**src/rtl/tiny_alu_pkg.sv**
```systemverilog
// Shared types and constants for the tiny_alu block: opcodes, widths, FSM states.
package tiny_alu_pkg;

    localparam int DATA_W = 8;
    localparam int RES_W  = 16;

    typedef enum logic [2:0] {
        NO_OP = 3'd0,
        ADD   = 3'd1,
        AND   = 3'd2,
        XOR   = 3'd3,
        MUL   = 3'd4,
        SUB   = 3'd5,
        RST   = 3'd7
    } op_e;

    typedef enum logic [0:0] {
        IDLE     = 1'b0,
        MUL_BUSY = 1'b1
    } state_e;

endpackage

```
**src/rtl/tiny_alu_mul.sv**
```systemverilog
// Pipelined unsigned 8x8 multiplier; the product and its valid strobe emerge
// MUL_LATENCY edges after i_vld is sampled.
module tiny_alu_mul
    import tiny_alu_pkg::*;
#(
    parameter int MUL_LATENCY = 3
) (
    input  logic              clk,
    input  logic              reset_n,
    input  logic              i_vld,
    input  logic [DATA_W-1:0] i_a,
    input  logic [DATA_W-1:0] i_b,
    output logic              o_vld,
    output logic [RES_W-1:0]  o_p
);

    logic [MUL_LATENCY-1:0] r_vld;
    logic [RES_W-1:0]       r_p [MUL_LATENCY];

    // Stage 0 forms the product; later stages only delay it alongside its valid bit.
    always_ff @(posedge clk or negedge reset_n) begin
        if (!reset_n) begin
            r_vld <= '0;
            for (int i = 0; i < MUL_LATENCY; i++) begin
                r_p[i] <= '0;
            end
        end else begin
            r_vld[0] <= i_vld;
            r_p[0]   <= {8'b0, i_a} * {8'b0, i_b};
            for (int i = 1; i < MUL_LATENCY; i++) begin
                r_vld[i] <= r_vld[i-1];
                r_p[i]   <= r_p[i-1];
            end
        end
    end

    assign o_vld = r_vld[MUL_LATENCY-1];
    assign o_p   = r_p[MUL_LATENCY-1];

endmodule

```
**src/rtl/tiny_alu.sv**
```systemverilog
// 8-bit ALU with start/done handshake: single-cycle add/and/xor, multi-cycle mul.
// Optional macro TINYALU_SUB_EN enables op 5 as a single-cycle subtract.
module tiny_alu
    import tiny_alu_pkg::*;
#(
    parameter int MUL_LATENCY = 3
) (
    input  logic              clk,
    input  logic              reset_n,
    input  logic [DATA_W-1:0] A,
    input  logic [DATA_W-1:0] B,
    input  logic [2:0]        op,
    input  logic              start,
    output logic              done,
    output logic [RES_W-1:0]  result
);

    localparam logic [2:0] CNT_INIT = 3'(MUL_LATENCY - 1);

    state_e             r_state;
    state_e             w_state_nxt;
    logic [2:0]         r_cnt;
    logic               r_done;
    logic [RES_W-1:0]   r_result;
    logic               w_done_nxt;
    logic [RES_W-1:0]   w_res_nxt;
    logic               w_mul_start;
    logic               w_mul_vld;
    logic [RES_W-1:0]   w_mul_p;
    logic [DATA_W:0]    w_sum;
    op_e                w_op;

    assign w_op  = op_e'(op);
    assign w_sum = {1'b0, A} + {1'b0, B};

    tiny_alu_mul #(
        .MUL_LATENCY (MUL_LATENCY)
    ) u_mul (
        .clk     (clk),
        .reset_n (reset_n),
        .i_vld   (w_mul_start),
        .i_a     (A),
        .i_b     (B),
        .o_vld   (w_mul_vld),
        .o_p     (w_mul_p)
    );

    always_comb begin
        w_state_nxt = r_state;
        w_res_nxt   = r_result;
        w_done_nxt  = 1'b0;
        w_mul_start = 1'b0;
        case (r_state)
            IDLE: begin
                if (start) begin
                    case (w_op)
                        ADD: begin
                            w_res_nxt  = {7'b0, w_sum};
                            w_done_nxt = 1'b1;
                        end
                        AND: begin
                            w_res_nxt  = {8'b0, A & B};
                            w_done_nxt = 1'b1;
                        end
                        XOR: begin
                            w_res_nxt  = {8'b0, A ^ B};
                            w_done_nxt = 1'b1;
                        end
                        MUL: begin
                            w_mul_start = 1'b1;
                            w_state_nxt = MUL_BUSY;
                        end
`ifdef TINYALU_SUB_EN
                        SUB: begin
                            w_res_nxt  = {8'b0, A} - {8'b0, B};
                            w_done_nxt = 1'b1;
                        end
`endif
                        RST: begin
                            w_res_nxt = '0;
                        end
                        default: begin
                        end
                    endcase
                end
            end
            MUL_BUSY: begin
                // Counter paces the FSM; the multiplier's valid strobe qualifies the result.
                if (r_cnt == 3'd0) begin
                    w_state_nxt = IDLE;
                end
                if (w_mul_vld) begin
                    w_res_nxt  = w_mul_p;
                    w_done_nxt = 1'b1;
                end
            end
            default: begin
                w_state_nxt = IDLE;
            end
        endcase
    end

    always_ff @(posedge clk or negedge reset_n) begin
        if (!reset_n) begin
            r_state  <= IDLE;
            r_cnt    <= 3'd0;
            r_done   <= 1'b0;
            r_result <= '0;
        end else begin
            r_state  <= w_state_nxt;
            r_done   <= w_done_nxt;
            r_result <= w_res_nxt;
            if (w_mul_start) begin
                r_cnt <= CNT_INIT;
            end else if (r_state == MUL_BUSY && r_cnt != 3'd0) begin
                r_cnt <= r_cnt - 3'd1;
            end
        end
    end

    assign done   = r_done;
    assign result = r_result;

endmodule

```
**config.mk**
```make
export PLATFORM = sky130hd
export DESIGN_NAME = tiny_alu
export DESIGN_NICKNAME = d
export VERILOG_FILES = /design/src/rtl/tiny_alu_pkg.sv /design/src/rtl/tiny_alu_mul.sv /design/src/rtl/tiny_alu.sv
export SDC_FILE = /design/constraint.sdc
export NUM_CORES = 1
export LEC_CHECK = 0
export ABC_AREA = 1
export CAP_MARGIN = 25
export CORE_ASPECT_RATIO = 1.5
export CORE_MARGIN = 2
export CORE_UTILIZATION = 30
export CTS_BUF_LIST = sky130_fd_sc_hd__clkbuf_8
export DETAILED_ROUTE_END_ITERATION = 10
export HOLD_SLACK_MARGIN = 0.15
export PLACE_DENSITY = 0.56
export RECOVER_POWER = 50
export SETUP_SLACK_MARGIN = 0.4
export SLEW_MARGIN = 25
export SYNTH_ARGS = -nofsm -noshare
export SYNTH_HDL_FRONTEND = slang
export SYNTH_SLANG_ARGS = --single-unit
```
**constraint.sdc**
```tcl
create_clock -name clk -period 1.4 [get_ports clk]
set_input_delay 0.28 -clock clk [delete_from_list [all_inputs] [get_ports clk]]
set_output_delay 0.28 -clock clk [all_outputs]
set_load 0.02 [all_outputs]
```
-- Yosys cells after proc, flatten, opt, wreduce, memory -nomap -nowiden
Index checks and enable logic that the tools add are counted.
Widths: inputs -> output; s select.
- flip-flop bits (word level): 72
- input bits: 22
- add/subtract/negate cells: 2
- $mul: 1
- eq/ne operators: 8
- mux-type cells: 15
- bitwise operators: 3
- reductions and logical operators: 6
- operators by type and width (operator ; number):
    $pmux 16 s4 ; 1
    $mux 16 ; 2
    $pmux 16 s2 ; 1
    $mul 8x8->16 ; 1
    $add 8x8->9 ; 1
    $and 8x8->8 ; 1
    $xor 8x8->8 ; 1
    $mux 1 ; 7
    $eq 3x2->1 const B ; 2
    $eq 3x3->1 const B ; 2
    $mux 3 ; 2
    $ne 5x1->1 const B ; 1
    $pmux 1 s2 ; 2
    $eq 3x1->1 const B ; 1
    $logic_not 3->1 ; 1
    $reduce_and 3->1 ; 1
    $reduce_bool 3->1 ; 1
    $reduce_or 3->1 ; 1
    $sub 3x1->3 const B ; 1
    $ne 2x1->1 const B ; 1
    $ne 2x2->1 const B ; 1
    $reduce_bool 2->1 ; 1
    $logic_and 1x1->1 ; 1
    $not 1->1 ; 1

-- Logic depth before layout (Yosys ltp)
- depth after elaboration: 5
- depth in mapped cells: 20

-- Cells and area by module
Synthesis repeated with hierarchy kept, for this count alone.
- cell total of the unflattened synthesis: 638
- area, all modules: 5260.0 µm²
- modules (own cells, without submodules) (module ; instances ; cells each ; area an instance (µm²) ; seq. area each (µm²)):
    tiny_alu_mul ; 1 ; 442 ; 3784.9 ; 1276.2
    tiny_alu ; 1 ; 196 ; 1475.2 ; 525.5

-- Worst setup path before layout
Ideal clock, no wire load.
- path type: input-to-reg
- start point: input A[1]
- end point: register u_mul.r_p[46] in the netlist's numbering
- setup time: 0.117 ns
- data arrival time: 3.698 ns
- required time: 1.283 ns
- setup slack: -2.415 ns
- stages: 18
- path buffers: 1
- cell sequence: clkbuf_1 -> nand2_1 -> fa_1 -> fa_1 -> inv_1 -> fa_1 -> inv_1 -> fa_1 -> inv_1 -> ha_1 -> nand2_1 -> nand2_1 -> a21boi_0 -> nand2_1 -> nand2_1 -> nand2_1 -> nand2_1 -> nand2_1
- longest elaborated chain between the ends: 1
- ends and longest elaborated chain (element ; RTL line ; text):
    from (decl) ; tiny_alu.sv:10 ; input logic [DATA_W-1:0] A,
    $mul 8x8->16 ; tiny_alu_mul.sv:29 ; r_p[0] <= {8'b0, i_a} * {8'b0, i_b};
    to (signal, indexed assignment) ; tiny_alu_mul.sv:32 ; r_p[i] <= r_p[i-1];
    to (decl) ; tiny_alu_mul.sv:18 ; logic [RES_W-1:0] r_p [MUL_LATENCY];
No other way between the ends.
A chain may end at the register's enable or synchronous reset.

-- Worst setup path after layout
- start point: input A[3]
- end point: register u_mul.r_p[46] in the netlist's numbering
The elaborated chain is that of the path after synthesis.

==> impl_metrics.env <==
export IMPL_multi_input_area_um2=3330
export IMPL_postRouteAntennaNets=0
export IMPL_slew_headroom=0.703
export IMPL_seq_area_frac_synth=0.366
export IMPL_hold_violations=0
export IMPL_yosys_area_share_adder=0.267
export IMPL_ctsRootBufferMaster="clkbuf_8"
export IMPL_via_per_inst=4.46
export IMPL_final_layout_size_suffix_gt1_frac=0.436
export IMPL_finClkSkew_ns=0.00710
export IMPL_place_congestion=0.860
export IMPL_post_synth_top_area_cell="dfrtp_1"
export IMPL_cp_end_kind="flop"
export IMPL_r2r_end="result[8]"
export IMPL_critPathRequiredTime_ns=1.63
export IMPL_synth_compound_area_share=0.0615
export IMPL_ys_flop_type="dfrtp_1"
export IMPL_die_y_um=161
export IMPL_io_pin_count=39
export IMPL_cts_tree="done"
export IMPL_layout_cells_non_filler=951
export IMPL_grt_use_met1=0.163
export IMPL_p_total_mw=11.4
export IMPL_dieArea_um2=17500
export IMPL_p_leak_nw=4.04
export IMPL_synthSimpleGateAreaFrac=0.171
export IMPL_layout_setup_ws_ns=-2.03
export IMPL_ys_types=34
export IMPL_cp_startpoint="A[3]"
export IMPL_muxShareOfSynthArea=0
export IMPL_use_met3=0.0239
export IMPL_synth_xor_area_share=0.0178
export IMPL_ys_ff_latch=72
export IMPL_drt_wl_total_mm=12.7
export IMPL_start_util=0.305
export IMPL_rrSetupSlack_ns=0.09
export IMPL_antenna_found_initial=0
export IMPL_clk_latency_ns=0.33
export IMPL_r2r_cells=7
export IMPL_vias=4246
export IMPL_syn_nets=679
export IMPL_die_x_um=109
export IMPL_dp_hpwl_mm=9.71
export IMPL_violations="negative setup slack"
export IMPL_yosys_top_cells_area="dfrtp_1 (37%), fa_1 (15%), ha_1 (12%)"
export IMPL_setup_viol=21
export IMPL_ys_warnings_count=0
export IMPL_vdd_ir_drop_max_mv=1.00
export IMPL_synthesis_area_um2=4920
export IMPL_outcome="finished with violations"
export IMPL_worstPathMaxFanout=4
export IMPL_fillers=1530
export IMPL_syn_inst=574
export IMPL_endpoint="u_mul.r_p[46]"
export IMPL_grtUsageTotal=0.154
export IMPL_cp_start_kind="input port"
export IMPL_arrival_ns=3.65
export IMPL_seq_area_um2=1800
export IMPL_whs_ns=0.341
export IMPL_fin_crit_sh=2.45
export IMPL_dr_pass1_iters=4
export IMPL_wl_per_cell_um=13.3
export IMPL_dpl_worst_slack_ns=-2.89
export IMPL_areaGrowthSynthToFinish_pct=54.2
export IMPL_final_area_um2=7590
export IMPL_place_area_um2=6420
export IMPL_drtIter0Drc=155
export IMPL_io_buffers=38
export IMPL_timing_rr_start="r_state"
export IMPL_tightest_slew_ns=0.445
export IMPL_core_um2=16100
export IMPL_num_rows=57
export IMPL_dp_cells=890
export IMPL_grt_busiest_layer="met2"
export IMPL_fin_tns_setup_ns=-23.91
export IMPL_cts_buffers=9
export IMPL_htreeDepth=3
export IMPL_gr_total_overflow=0
export IMPL_netlist_area_leader_share=0.366
export IMPL_p_per_area_nw_per_um2=1500
export IMPL_grt_pass1_vias=4573
export IMPL_synth_edf_count=0
export IMPL_grt_max_degree=34
export IMPL_grt_use_met2=0.287
export IMPL_drc=0
export IMPL_grt_pass1_wl_mm=21.1
export IMPL_cts_sinks=72
export IMPL_critPathKind="in -> reg"
export IMPL_max_freq_mhz=292
export IMPL_fin_nets=845
export IMPL_utilization=0.471
export IMPL_num_antenna_cells=0
export IMPL_final_max_slew_viol_count=0
export IMPL_synth_top_family_by_area="adder cells"
export IMPL_max_cap_viol_count=0
export IMPL_clkTransAtPathRegs_ns=0.07
export IMPL_hp_class="reg -> reg"
export IMPL_async_reset_ff_frac=1.00
export IMPL_cts_buffer_depth=2
export IMPL_fin_crit_ns=3.43
export IMPL_rsz0062_at_grt="true"
export IMPL_synth_area_per_cell_um2=8.58
sequential cells by signal (all words and copies together), names as in the netlist:
| name | cells |
|---|---|
| u_mul.r_vld | 3 |
| u_mul.o_p | 16 |
| result | 16 |
| u_mul.r_p | 32 |
| r_cnt | 3 |
| r_state | 1 |
| done | 1 |
critical path, stage by stage:
cell      delay (ns)
buf_6           0.09
buf_6           0.12
buf_6           0.12
nand2_4         0.05
inv_2           0.03
fa_1            0.48
fa_1            0.52
fa_1            0.51
inv_1           0.05
fa_1            0.50
inv_2           0.05
ha_4            0.23
a21oi_2         0.12
a21boi_2        0.19
nand2_2         0.09
nand2_2         0.07
nand2_1         0.05
nand2_1         0.06
nand2_1         0.05
cell families (layout without fill, tap and decap cells):
logic type      count (synthesis)  count (layout)
flops                          72              72
fa+ha+maj                      83              83
buf+inv                       149             319
simple gates                  205             206
xor+xnor                       10              10
compound gates                 55              55
metal layers:
layer,wire (um),up-vias
met5,0,-
met4,590,0
met3,289,29
met2,7150,69
met1,4630,2076
li1,-,2072
worst min path at each step:
| stage | startpoint | endpoint | slack [ns] | cells after the start |
|---|---|---|---|---|
| floorplan | reset_n | done | -0.02 | 0 |
| global placement | reset_n | done | 0.16 | 1 |
| detailed placement | reset_n | result[0] | 0.16 | 1 |
| CTS | reset_n | result[0] | 0.33 | 2 |
| global route | u_mul.r_p[19] | u_mul.o_p[3] | 0.35 | 0 |
| finish | u_mul.r_p[32] | u_mul.r_p[16] | 0.34 | 0 |
final cells by class:
cell class	instances	area share
timing repair buffer	161	0.195
multi-input combinational	354	0.439
tap	206	0.0339
inverter	142	0.0728
clock buffer	9	0.0163
sequential	72	0.237
clock inverter	7	0.00544
layout by cell type (no fill, tap or decap), types with 3 or more instances in the layout:
| master | Yosys | routed |
|---|---|---|
| dlygate4sd2_1 | 0 | 4 |
| inv_2 | 3 | 35 |
| fa_1 | 37 | 32 |
| xor2_1 | 5 | 5 |
| buf_2 | 1 | 4 |
| nor2_4 | 0 | 7 |
| buf_8 | 0 | 6 |
| ha_4 | 0 | 23 |
| xnor2_1 | 5 | 4 |
| nand3_1 | 26 | 15 |
| o21ai_1 | 3 | 9 |
| clkbuf_8 | 0 | 9 |
| dfrtp_1 | 72 | 71 |
| ha_1 | 46 | 23 |
| buf_6 | 1 | 56 |
| buf_4 | 1 | 83 |
| fa_2 | 0 | 5 |
| nand3_4 | 0 | 3 |
| nand2_1 | 151 | 106 |
| inv_1 | 139 | 106 |
| nand2_4 | 0 | 13 |
| a21oi_2 | 0 | 7 |
| nor2_1 | 16 | 8 |
| o21ai_0 | 21 | 11 |
| nand3_2 | 1 | 10 |
| a21oi_1 | 18 | 8 |
| a21oi_4 | 0 | 3 |
| nand2_2 | 1 | 32 |
cells in the mapped netlist (3+ instances only):
cell      count
a21oi_1      18
a22oi_1       3
a31oi_1       3
clkbuf_1      3
dfrtp_1      72
fa_1         37
ha_1         46
inv_1       139
inv_2         3
nand2_1     151
nand3_1      26
nor2_1       16
o21ai_0      21
o21ai_1       3
xnor2_1       5
xor2_1        5
timing repair:
item                                    4_1_cts  5_1_grt
cloned                                        1        0
hold endpoints to repair                     72        0
endpoints found under the setup margin       54       53
pin swaps                                    56       64
resized for setup                           291       87
setup buffers                                28       15
hold buffers                                  1        0
power breakdown:
part | switching (mW) | internal [mW] | total (mW)
registers | 0.287 | 2.85 | 3.14
logic | 3.48 | 3.39 | 6.86
clock network | 0.730 | 0.625 | 1.36
(Power assumes the default switching activity.)
